## config.mk

```make
export PLATFORM = sky130hd
export DESIGN_NAME = flux_interval_capture
export DESIGN_NICKNAME = d
export VERILOG_FILES = /design/src/rtl/flux_interval_capture.sv
export SDC_FILE = /design/constraint.sdc
export NUM_CORES = 1
export LEC_CHECK = 0
export CELL_PAD_IN_SITES_DETAIL_PLACEMENT = 1
export CELL_PAD_IN_SITES_GLOBAL_PLACEMENT = 1
export CORE_ASPECT_RATIO = 1.5
export CORE_MARGIN = 2
export CORE_UTILIZATION = 36
export DETAILED_ROUTE_END_ITERATION = 10
export PLACE_DENSITY_LB_ADDON = 0.1
export SLEW_MARGIN = 15
export SYNTH_ARGS = -nofsm -noshare
export SYNTH_HDL_FRONTEND = slang
export SYNTH_SLANG_ARGS = --single-unit
```

## constraint.sdc

```tcl
create_clock -name i_Clk -period 2 [get_ports i_Clk]
set_clock_uncertainty 0.05 [all_clocks]
set_input_delay 0.4 -clock i_Clk [delete_from_list [all_inputs] [get_ports i_Clk]]
set_output_delay 0.4 -clock i_Clk [all_outputs]
set_load 0.1 [all_outputs]
```

## src/rtl/flux_interval_capture.sv

```systemverilog
// Measures clock counts between falling edges of the drive's RDATA flux line
// and pushes one interval word per edge (or continuation tokens) into a FIFO.
module flux_interval_capture #(
    parameter int WIDTH = 8
) (
    input  logic             i_Clk,
    input  logic             i_Rst_L,
    input  logic             i_Enable,
    input  logic             i_Flux_n,
    input  logic             i_Full,
    output logic             o_Wr_DV,
    output logic [WIDTH-1:0] o_Wr_Data,
    output logic             o_Overflow,
    output logic [15:0]      o_Pulse_Count,
    output logic             o_Busy
);

    localparam logic [WIDTH-1:0] MAXV = '1;
    localparam logic [WIDTH-1:0] ONE  = {{(WIDTH-1){1'b0}}, 1'b1};

    typedef enum logic [1:0] {
        S_IDLE  = 2'd0,
        S_ARMED = 2'd1,
        S_RUN   = 2'd2
    } state_t;

    state_t           r_State;
    state_t           w_Next;
    logic             r_Sync1;
    logic             r_Sync2;
    logic             r_Prev;
    logic             w_Edge;
    logic [WIDTH-1:0] r_Cnt;
    logic [WIDTH-1:0] w_Cnt_Next;
    logic [WIDTH-1:0] w_V;
    logic [WIDTH-1:0] w_Token;
    logic             w_Emit;
    logic             w_Count_Pulse;
    logic             w_Clear;

    // Two-flop synchronizer; r_Prev gives a falling-edge detect on the clean copy.
    always_ff @(posedge i_Clk or negedge i_Rst_L) begin
        if (!i_Rst_L) begin
            r_Sync1 <= 1'b1;
            r_Sync2 <= 1'b1;
            r_Prev  <= 1'b1;
        end else begin
            r_Sync1 <= i_Flux_n;
            r_Sync2 <= r_Sync1;
            r_Prev  <= r_Sync2;
        end
    end

    assign w_Edge = r_Prev & ~r_Sync2;
    assign w_V    = r_Cnt + ONE;

    always_ff @(posedge i_Clk or negedge i_Rst_L) begin
        if (!i_Rst_L) begin
            r_State <= S_IDLE;
        end else begin
            r_State <= w_Next;
        end
    end

    always_comb begin
        w_Next        = r_State;
        w_Cnt_Next    = r_Cnt;
        w_Emit        = 1'b0;
        w_Token       = w_V;
        w_Count_Pulse = 1'b0;
        w_Clear       = 1'b0;
        if (!i_Enable) begin
            w_Next     = S_IDLE;
            w_Cnt_Next = '0;
        end else begin
            case (r_State)
                S_IDLE: begin
                    w_Next     = S_ARMED;
                    w_Clear    = 1'b1;
                    w_Cnt_Next = '0;
                end
                S_ARMED: begin
                    if (w_Edge) begin
                        w_Next     = S_RUN;
                        w_Cnt_Next = '0;
                    end
                end
                S_RUN: begin
                    // An edge on the saturation cycle wins and reports MAXV as data.
                    if (w_Edge) begin
                        w_Emit        = 1'b1;
                        w_Token       = w_V;
                        w_Cnt_Next    = '0;
                        w_Count_Pulse = 1'b1;
                    end else if (w_V == MAXV) begin
                        w_Emit     = 1'b1;
                        w_Token    = '0;
                        w_Cnt_Next = '0;
                    end else begin
                        w_Cnt_Next = w_V;
                    end
                end
                default: begin
                    w_Next     = S_IDLE;
                    w_Cnt_Next = '0;
                end
            endcase
        end
    end

    // Write port: o_Wr_DV is a one-cycle push strobe with no back-pressure
    // handshake; a token decided while i_Full=1 is dropped and flagged instead.
    always_ff @(posedge i_Clk or negedge i_Rst_L) begin
        if (!i_Rst_L) begin
            r_Cnt         <= '0;
            o_Wr_DV       <= 1'b0;
            o_Wr_Data     <= '0;
            o_Overflow    <= 1'b0;
            o_Pulse_Count <= 16'd0;
        end else begin
            r_Cnt   <= w_Cnt_Next;
            o_Wr_DV <= w_Emit & ~i_Full;
            if (w_Emit && !i_Full) begin
                o_Wr_Data <= w_Token;
            end
            if (w_Clear) begin
                o_Overflow <= 1'b0;
            end else if (w_Emit && i_Full) begin
                o_Overflow <= 1'b1;
            end
            if (w_Clear) begin
                o_Pulse_Count <= 16'd0;
            end else if (w_Count_Pulse) begin
                o_Pulse_Count <= o_Pulse_Count + 16'd1;
            end
        end
    end

    assign o_Busy = (r_State != S_IDLE);

endmodule

```

Word-level counts from Yosys, hierarchy flattened:

Index checks and enable logic that the tools add are counted.

* register bits: 39
* input bits: 5
* output and inout bits: 27

* add/sub/neg operators: 2
* eq/ne operators: 5
* multiplexer cells: 24
* bitwise operators: 4
* reduce and logical (&&, ||, !) cells: 8

Operators by type and width (number)
* 2-to-1 mux 8 bit: 7
* 2-to-1 mux 16 bit: 2
* adder 16 x 1 -> 16 bit, second input constant: 1
* one-hot mux 8 bit (2 select lines): 1
* 2-to-1 mux 1 bit: 11
* adder 8 x 1 -> 8 bit, second input constant: 1
* == test 8 bit, second input constant: 1
* one-hot mux 2 bit (3 select lines): 1
* nonzero test 2 bit: 3
* 2-to-1 mux 2 bit: 2
* inequality test 3 bit, second input constant: 1
* AND 1 bit: 2
* == test 2 x 1 -> 1 bit, second input constant: 1
* == test 2 bit, second input constant: 1
* logical AND 1 bit: 2
* logical NOT 2 bit: 1
* inequality test 2 bit, second input constant: 1
* inverter 1 bit: 2
* AND reduction 2 bit: 1
* logical NOT 1 bit: 1

Longest topological paths before layout:

Gate-level depths: netlist (run 1).

* word-level depth: 9
* depth in mapped cells: 7
* depth with buffers taken out: 6

Worst setup path before layout (run 1):

No wires, ideal clock.

* path kind: register to register
* start point: register o_Pulse_Count[2]
* end point: register o_Pulse_Count[15]
* setup time: 0.074 ns
* arrival: 2.124 ns
* setup slack: -0.248 ns
* stages on the path, launching flop included: 6
* buffers on the path: 0
* clock period less this slack: 2.248 ns
* cells stage by stage: dfrtp_1 nand3_1 a2111oi_4 nand4_1 xor2_1 nor2_1

* word-level cells in the longest chain between the ends: 3

RTL lines
* from (decl): RTL line 14 `output logic [15:0] o_Pulse_Count,`
* from (signal assigned): RTL line 134 `o_Pulse_Count <= o_Pulse_Count + 16'd1;`
* adder 16 x 1 -> 16 bit: RTL line 134
* 2-to-1 mux 16 bit: RTL line 133 `end else if (w_Count_Pulse) begin`
* 2-to-1 mux 16 bit: RTL line 131 `if (w_Clear) begin`

No other way between the ends. The select of a mux whose other input is x is not followed.
A chain may end at the register's enable or synchronous reset.

Worst setup path after layout (run 1):

* start point: register r_Cnt[1]
* end point: register o_Wr_Data[2]

* word-level cells in the longest chain between the ends: 7

RTL lines
* from (decl): RTL line 33 `logic [WIDTH-1:0] r_Cnt;`
* from (signal assigned): RTL line 121 `r_Cnt <= w_Cnt_Next;`
* adder 8 x 1 -> 8 bit *: RTL line 55 `assign w_V = r_Cnt + ONE;`
* == test 8 bit: RTL line 95 `end else if (w_V == MAXV) begin`
* 2-to-1 mux 1 bit: RTL line 95
* 2-to-1 mux 1 bit: RTL line 90 `if (w_Edge) begin`
* 2-to-1 mux 1 bit: RTL line 76 `case (r_State)`
* 2-to-1 mux 1 bit: RTL line 72 `if (!i_Enable) begin`
* logical AND 1 bit: RTL line 123 `if (w_Emit && !i_Full) begin`
* to (signal assigned): RTL line 124 `o_Wr_Data <= w_Token;`
* to (decl): RTL line 12 `output logic [WIDTH-1:0] o_Wr_Data,`

Mark *: on every way between the ends. The rest lies on a longest branch, timed or not.

==> results.md, run 1 <==
- RR Endpoint: o_Wr_Data[2]$_DFFE_PN0P_
- First drt pass iteration count: 4
- Synth top area share: 0.464
- Reg clk slew, reported paths: 0.07 ns
- Critical Path End Type: register
- Ranking of synthesized cells by area: dfrtp_1, nand2_1, xor2_1
- Share of layout cells above drive strength 1: 0.316
- Ys async rst share: 1.00
- # IOs: 32
- GRT Residual Overflow: 0
- Core Util, Final: 0.547
- Yosys top cell by area: dfrtp_1
- Fillers: 581
- H-tree depth: 2
- RSZ-0062 raised after global routing: yes
- Worst-margin pin slew: 0.604 ns
- Antenna viol nets, final: 0
- Final WL: 5.41 mm
- Cell area after synthesis: 1940 µm²
- Crit-path slowest cell: a2111o_2
- Clock Latency Late Sink: 0.29 ns
- Initial antenna violation count: 0
- Most frequent cells after synthesis: dfrtp_1, nand2_1, nor2_1
- Ys flop type: dfrtp_1
- Clock Path Buffers: 2
- Routed via count: 1729
- Power Dens Cells: 543 nW/µm²
- Die Area: 6010 µm²
- Worst hold start: r_Sync1$_DFF_PN1_
- Reg2reg start: r_Cnt[1]$_DFFE_PN0P_
- Max Cap Violations: 0
- Hold Path End: r_Sync2$_DFF_PN1_
- Overall power: 1.53 mW
- Number of library cell types mapped by synthesis: 38
- # diodes: 0
- WHS Path Cells: 0
- Outcome: finished, violations left
- Core area: 5160 µm²
- Vias/cell: 5.22
- Vias in the first global route: 1941
- Final Cell Area: 2830 µm²
- CP arrival: 2.20 ns
- Setup CP Type: reg2reg
- Synthesis-stage register bit count: 39
- P_leak: 1.24 nW
- Placed inst area: 2690 µm²
- CTS tree: built
- Worst Hold Class: reg2reg
- DR iter-0 viols: 65
- Final HPWL DP: 4.34 mm
- Initial core utilization: 0.376
- Layout Nets: 270
- WL/cell: 16.3 µm
- Synthesized instance count: 206
- GRT Util Overall: 0.201
- Largest net degree at the start of global routing: 19
- Data required, critical path: 2.11 ns
- Syn. warnings: 0
- Final worst path period need: 2.09 ns
- VDD IR max: 0.387 mV
- Most frequent cell after synthesis: dfrtp_1
- CP max stage delay: 0.55 ns
- Die Height: 93.9 µm
- Worst R2R Setup Slack: -0.09 ns
- Area Overhead vs Synth: 45.6%
- CTS Buf Count: 5
- Number of synthesized flops with an enable pin: 0
- I/O Buffers: 31
- Reg2reg path depth: 6
- # DRC: 0
- CTS root buf: clkbuf_8
- CP Launch Type: register
- Syn Nets: 214
- CP max FO: 7
- Final WS setup: -0.0893 ns
- # rows: 32
- Seq/Total Area, Yosys: 0.505
- Final GP Congestion: 0.822
- Clock tree sinks: 39
- First-pass GRT wire length: 9.35 mm
- Final Slew Violations: 0
- # setup viols final: 16
- Syn_area_per_cell: 9.42 µm²
- Slew HR: 0.593
- Worst-path cell chain: ha_2, nand3_2, or3_4, a2111o_2, nor2_4, o21ai_1
- Max frequency: 479 MHz
- Period utilization: 1.04
- Die X: 63.9 µm
- Hold Fails Final Rpt: 0
- Failing checks: negative setup slack
-- worst max-delay path: cells and delay by family (launching register included) --
kind	cells	cell delay (ns)
compound gates	2	0.68
fa+ha+maj	1	0.20
flops	1	0.36
simple gates	3	0.67
-- sequential cells by signal (all words and copies together), names as in the netlist --
signal / cells
r_State: 2
r_Sync2: 1
r_Prev: 1
o_Pulse_Count: 16
o_Overflow: 1
r_Sync1: 1
r_Cnt: 8
o_Wr_Data: 8
o_Wr_DV: 1
-- placed cells by master (no fill, tap or decap), drive strengths merged, types with 4 or more instances in the layout --
master and n:
nor2 24, buf 53, xor2 10, and3 4, o21ai 19, dfrtp 36, nor2b 5, and2 4
nand2 29, nand3 11, clkbuf 7, nand4 7, a21oi 10
-- through the flow --
step                      TNS (ns)  cells  hold slack, ns  setup WS, ns
after CTS                   -0.521    331           0.315       -0.0777
after floorplan            -0.0122    206          0.0544       -0.0122
final                       -0.484    331           0.311       -0.0893
after detailed placement     -1.10    321           0.299        -0.144
after global routing         -2.45    331           0.324        -0.207
after global placement    -0.00787    321           0.297      -0.00787
-- area by class of cell --
| type | count | area (µm²) | share of cell area |
|---|---|---|---|
| tap | 68 | 85.1 | 0.0301 |
| inverter | 2 | 7.51 | 0.00266 |
| timing repair buffer | 57 | 698 | 0.247 |
| multi-input combinational | 157 | 967 | 0.342 |
| clock buffer | 7 | 76.3 | 0.0270 |
| clock inverter | 1 | 5.00 | 0.00177 |
| sequential | 39 | 987 | 0.349 |
-- worst max path at each step --
stage | startpoint | end | slack [ns]
after floorplan | r_Cnt[0]$_DFFE_PN0P_ | r_Cnt[4]$_DFFE_PN0P_ | -0.01
after global placement | i_Enable | o_Pulse_Count[15]$_DFFE_PN0P_ | -0.008
after detailed placement | r_Cnt[1]$_DFFE_PN0P_ | o_Wr_Data[2]$_DFFE_PN0P_ | -0.14
after CTS | r_Cnt[1]$_DFFE_PN0P_ | r_Cnt[4]$_DFFE_PN0P_ | -0.08
after global routing | r_Cnt[1]$_DFFE_PN0P_ | o_Wr_Data[2]$_DFFE_PN0P_ | -0.21
final | r_Cnt[1]$_DFFE_PN0P_ | o_Wr_Data[2]$_DFFE_PN0P_ | -0.09
-- routing by layer --
| layer | share of wire | global-route usage |
|---|---|---|
| met1 | 0.35 | 0.203 |
| met2 | 0.61 | 0.411 |
| met3 | 0.025 | 0.0312 |
| met4 | 0.012 | 0.0543 |
| met5 | 0 | 0 |
-- cells by family (layout without fill, tap and decap cells) --
kind of cell,Yosys count,after routing,share of synthesized area
buffers and inverters,10,67,0.0200
adder cells (fa/ha/maj),3,3,0.0193
AO/OA/AOI/OAI,42,42,0.142
AND/OR/NAND/NOR,99,99,0.255
XOR/XNOR,13,13,0.0587
flip-flops,39,39,0.505
-- where the power goes --
| group | switching (mW) | internal, mW | leakage (nW) |
|---|---|---|---|
| combinational | 0.135 | 0.0777 | 0.697 |
| clock | 0.262 | 0.245 | 0.0422 |
| sequential | 0.0125 | 0.801 | 0.496 |
-- what timing repair did --
item | 4_1_cts | 5_1_grt
pin swaps | 2 | 5
endpoints found under the setup margin | 16 | 18
hold buffers | 1 | 0
endpoints found under the hold margin | 2 | 0
resized for setup | 7 | 8
buffers inserted | 1 | 0
Power figures use the tool's default switching activity.
==> inputs of run 2 (changes only) <==
--- a/config.mk
+++ b/config.mk
@@ -11,7 +11,7 @@
 export CORE_MARGIN = 2
 export CORE_UTILIZATION = 36
 export DETAILED_ROUTE_END_ITERATION = 10
-export PLACE_DENSITY_LB_ADDON = 0.1
+export PLACE_DENSITY_LB_ADDON = 0.25
 export SLEW_MARGIN = 15
 export SYNTH_ARGS = -nofsm -noshare
 export SYNTH_HDL_FRONTEND = slang
==> run 2 against run 1 <==
The run still ends with negative setup slack left. Design area about the same. Total power is 19% higher. Sequential share of layout area about the same. Flip-flop and latch count unchanged. Die area unchanged. Wire length is 0.87% lower. Sequential power about the same. Final cell count is 0.91% higher. Combinational power grew 2%. Non-clock buffer count grew 3. Critical path type unchanged. Largest power group unchanged.
==> results.md, run 2 (synthesized netlist as in run 1, its figures left out) <==
- Commonest non-fill, non-tap cell in the layout: buf_4
- # DRC: 0 (unchanged)
- Period utilization: 1.01 (-0.0306)
- Final worst path period need: 2.03 ns (-0.0612 ns)
- Vias/cell: 5.16 (-1.2%)
- H-tree depth: 2 (unchanged)
- Final HPWL DP: 4.08 mm (-5.9%)
- Die Area: 6010 µm² (unchanged)
- # rows: 32 (unchanged)
- Final setup TNS: -0.181 ns (+0.303 ns)
- Layout Nets: 273 (+1.1%)
- Reg2reg path depth: 6 (unchanged)
- P_leak: 1.25 nW (+1.1%)
- Max Cap Violations: 0 (unchanged)
- CTS tree: built
- Post-route insts no fill: 334 (+0.91%)
- Data required, critical path: 2.12 ns (about the same)
- # IOs: 32 (unchanged)
- Routed via count: 1724 (-0.29%)
- Hold Fails Final Rpt: 0 (unchanged)
- Clock Latency Late Sink: 0.30 ns (about the same)
- CTS Buf Count: 5 (unchanged)
- GRT Residual Overflow: 0 (unchanged)
- WL/cell: 16.1 µm (-1.8%)
- Worst-margin pin slew: 0.712 ns (+0.108 ns)
- Initial core utilization: 0.376 (unchanged)
- Reg clk slew, reported paths: 0.09 ns (+0.02 ns)
- Clock Path Buffers: 2 (unchanged)
- Final Slew Violations: 0 (unchanged)
- Area Overhead vs Synth: 45.7% (about the same)
- First drt pass iteration count: 4 (unchanged)
- GRT Util Overall: 0.203 (+0.00218)
- Final WS setup: -0.0281 ns (+0.0612 ns)
- # setup viols final: 14 (-2)
- Final WL: 5.36 mm (-0.87%)
- Vias in the first global route: 1939 (-0.10%)
- Initial antenna violation count: 0 (unchanged)
- CP arrival: 2.14 ns (-0.06 ns)
- I/O Buffers: 31 (unchanged)
- Post-placement cell count: 325 (+1.2%)
- Outcome: finished, violations left
- Core Util, Final: 0.547 (about the same)
- Slew HR: 0.525 (-0.0677)
- RSZ-0062 raised after global routing: yes
- VDD IR max: 0.407 mV (+5.3%)
- # diodes: 0 (unchanged)
- Critical Path End Type: register
- Setup CP Type: reg2reg
- Core area: 5160 µm² (unchanged)
- Clock tree sinks: 39 (unchanged)
- Antenna viol nets, final: 0 (unchanged)
- Fillers: 569 (-2.1%)
- Final GP Congestion: 0.816 (-0.73%)
- Worst Hold Class: in2async
- Overall power: 1.83 mW (+19%)
- Largest net degree at the start of global routing: 32 (+13)
- Failing checks: negative setup slack
- Biggest registers after layout: o_Pulse_Count: 16 flops, o_Wr_Data: 8 flops, r_Cnt: 8 flops
- Die X: 63.9 µm (unchanged)
- CP Launch Type: register
- Most frequent cells in the layout: buf_4, dfrtp_1, nand2_1
- First-pass GRT wire length: 9.33 mm (-0.22%)
- Placed inst area: 2680 µm² (-0.28%)
- CTS root buf: clkbuf_8
- Final Cell Area: 2830 µm² (about the same)
- Share of layout cells above drive strength 1: 0.316 (about the same)
- DR iter-0 viols: 49 (-25%)
- Die Height: 93.9 µm (unchanged)
- CP max FO: 6 (-1)
- Reg with most FFs: o_Pulse_Count
- Power Dens Cells: 647 nW/µm² (+19%)
- Max frequency: 493 MHz (+3.0%)
- Max FFs per register: 16 (unchanged)
-- run 2: worst max-delay path, stage by stage (launching register included) --
cell      delay, ns
dfrtp_1        0.36
ha_2           0.19
nand3_2        0.08
or3_1          0.33
a2111o_1       0.48
nor3_2         0.27
o22ai_1        0.14
-- run 2: metrics by stage --
stage	hold slack [ns]	worst slack (ns)
final	0.0907	-0.0281
after global routing	0.140	-0.156
after CTS	0.111	-0.0526
after detailed placement	0.297	-0.0587
after global placement	0.295	-0.0423
after floorplan	0.0544	-0.0122
-- run 2: metal layers --
metal / share of wire / up-vias / global-route usage / wire [µm]
met4: 0.024 / 0 / 0.0906 / 129
met5: 0 / - / 0 / 0
met2: 0.58 / 30 / 0.384 / 3090
met1: 0.37 / 849 / 0.212 / 1990
met3: 0.029 / 10 / 0.0408 / 156
li1: - / 835 / - / -
-- run 2: cell type report --
cell class,instances,area (µm²),area share
Clock inverter,3,67.6,0.0239
Timing Repair Buffer,60,681,0.241
Tap cell,68,85.1,0.0301
Inverter,2,7.51,0.00265
Sequential cell,39,987,0.349
Multi-Input combinational cell,157,931,0.329
Clock buffer,5,68.8,0.0243
-- run 2: path summary, 6_finish.rpt --
kind	start	to	slack, ns
max in group asynchronous	i_Rst_L	o_Pulse_Count[9]$_DFFE_PN0P_	1.23
hold reg to reg	r_Sync1$_DFF_PN1_	r_Sync2$_DFF_PN1_	0.31
min in group i_Clk	r_Sync1$_DFF_PN1_	r_Sync2$_DFF_PN1_	0.31
hold / removal	i_Rst_L	o_Wr_Data[1]$_DFFE_PN0P_	0.09
setup reg to reg	r_Cnt[1]$_DFFE_PN0P_	o_Wr_Data[5]$_DFFE_PN0P_	-0.03
setup / recovery	r_Cnt[1]$_DFFE_PN0P_	o_Wr_Data[5]$_DFFE_PN0P_	-0.03
-- run 2: report_power, final --
part           switching [mW]  internal, mW  total (mW)
clock network           0.301         0.498       0.799
registers              0.0114         0.801       0.812
logic                   0.138        0.0802       0.218
-- run 2: timing repair --
| action | 4_1_cts | 5_1_grt |
|---|---|---|
| setup endpoints to repair | 14 | 17 |
| resized for setup | 0 | 1 |
| hold buffers | 0 | 0 |
| setup buffers | 0 | 1 |
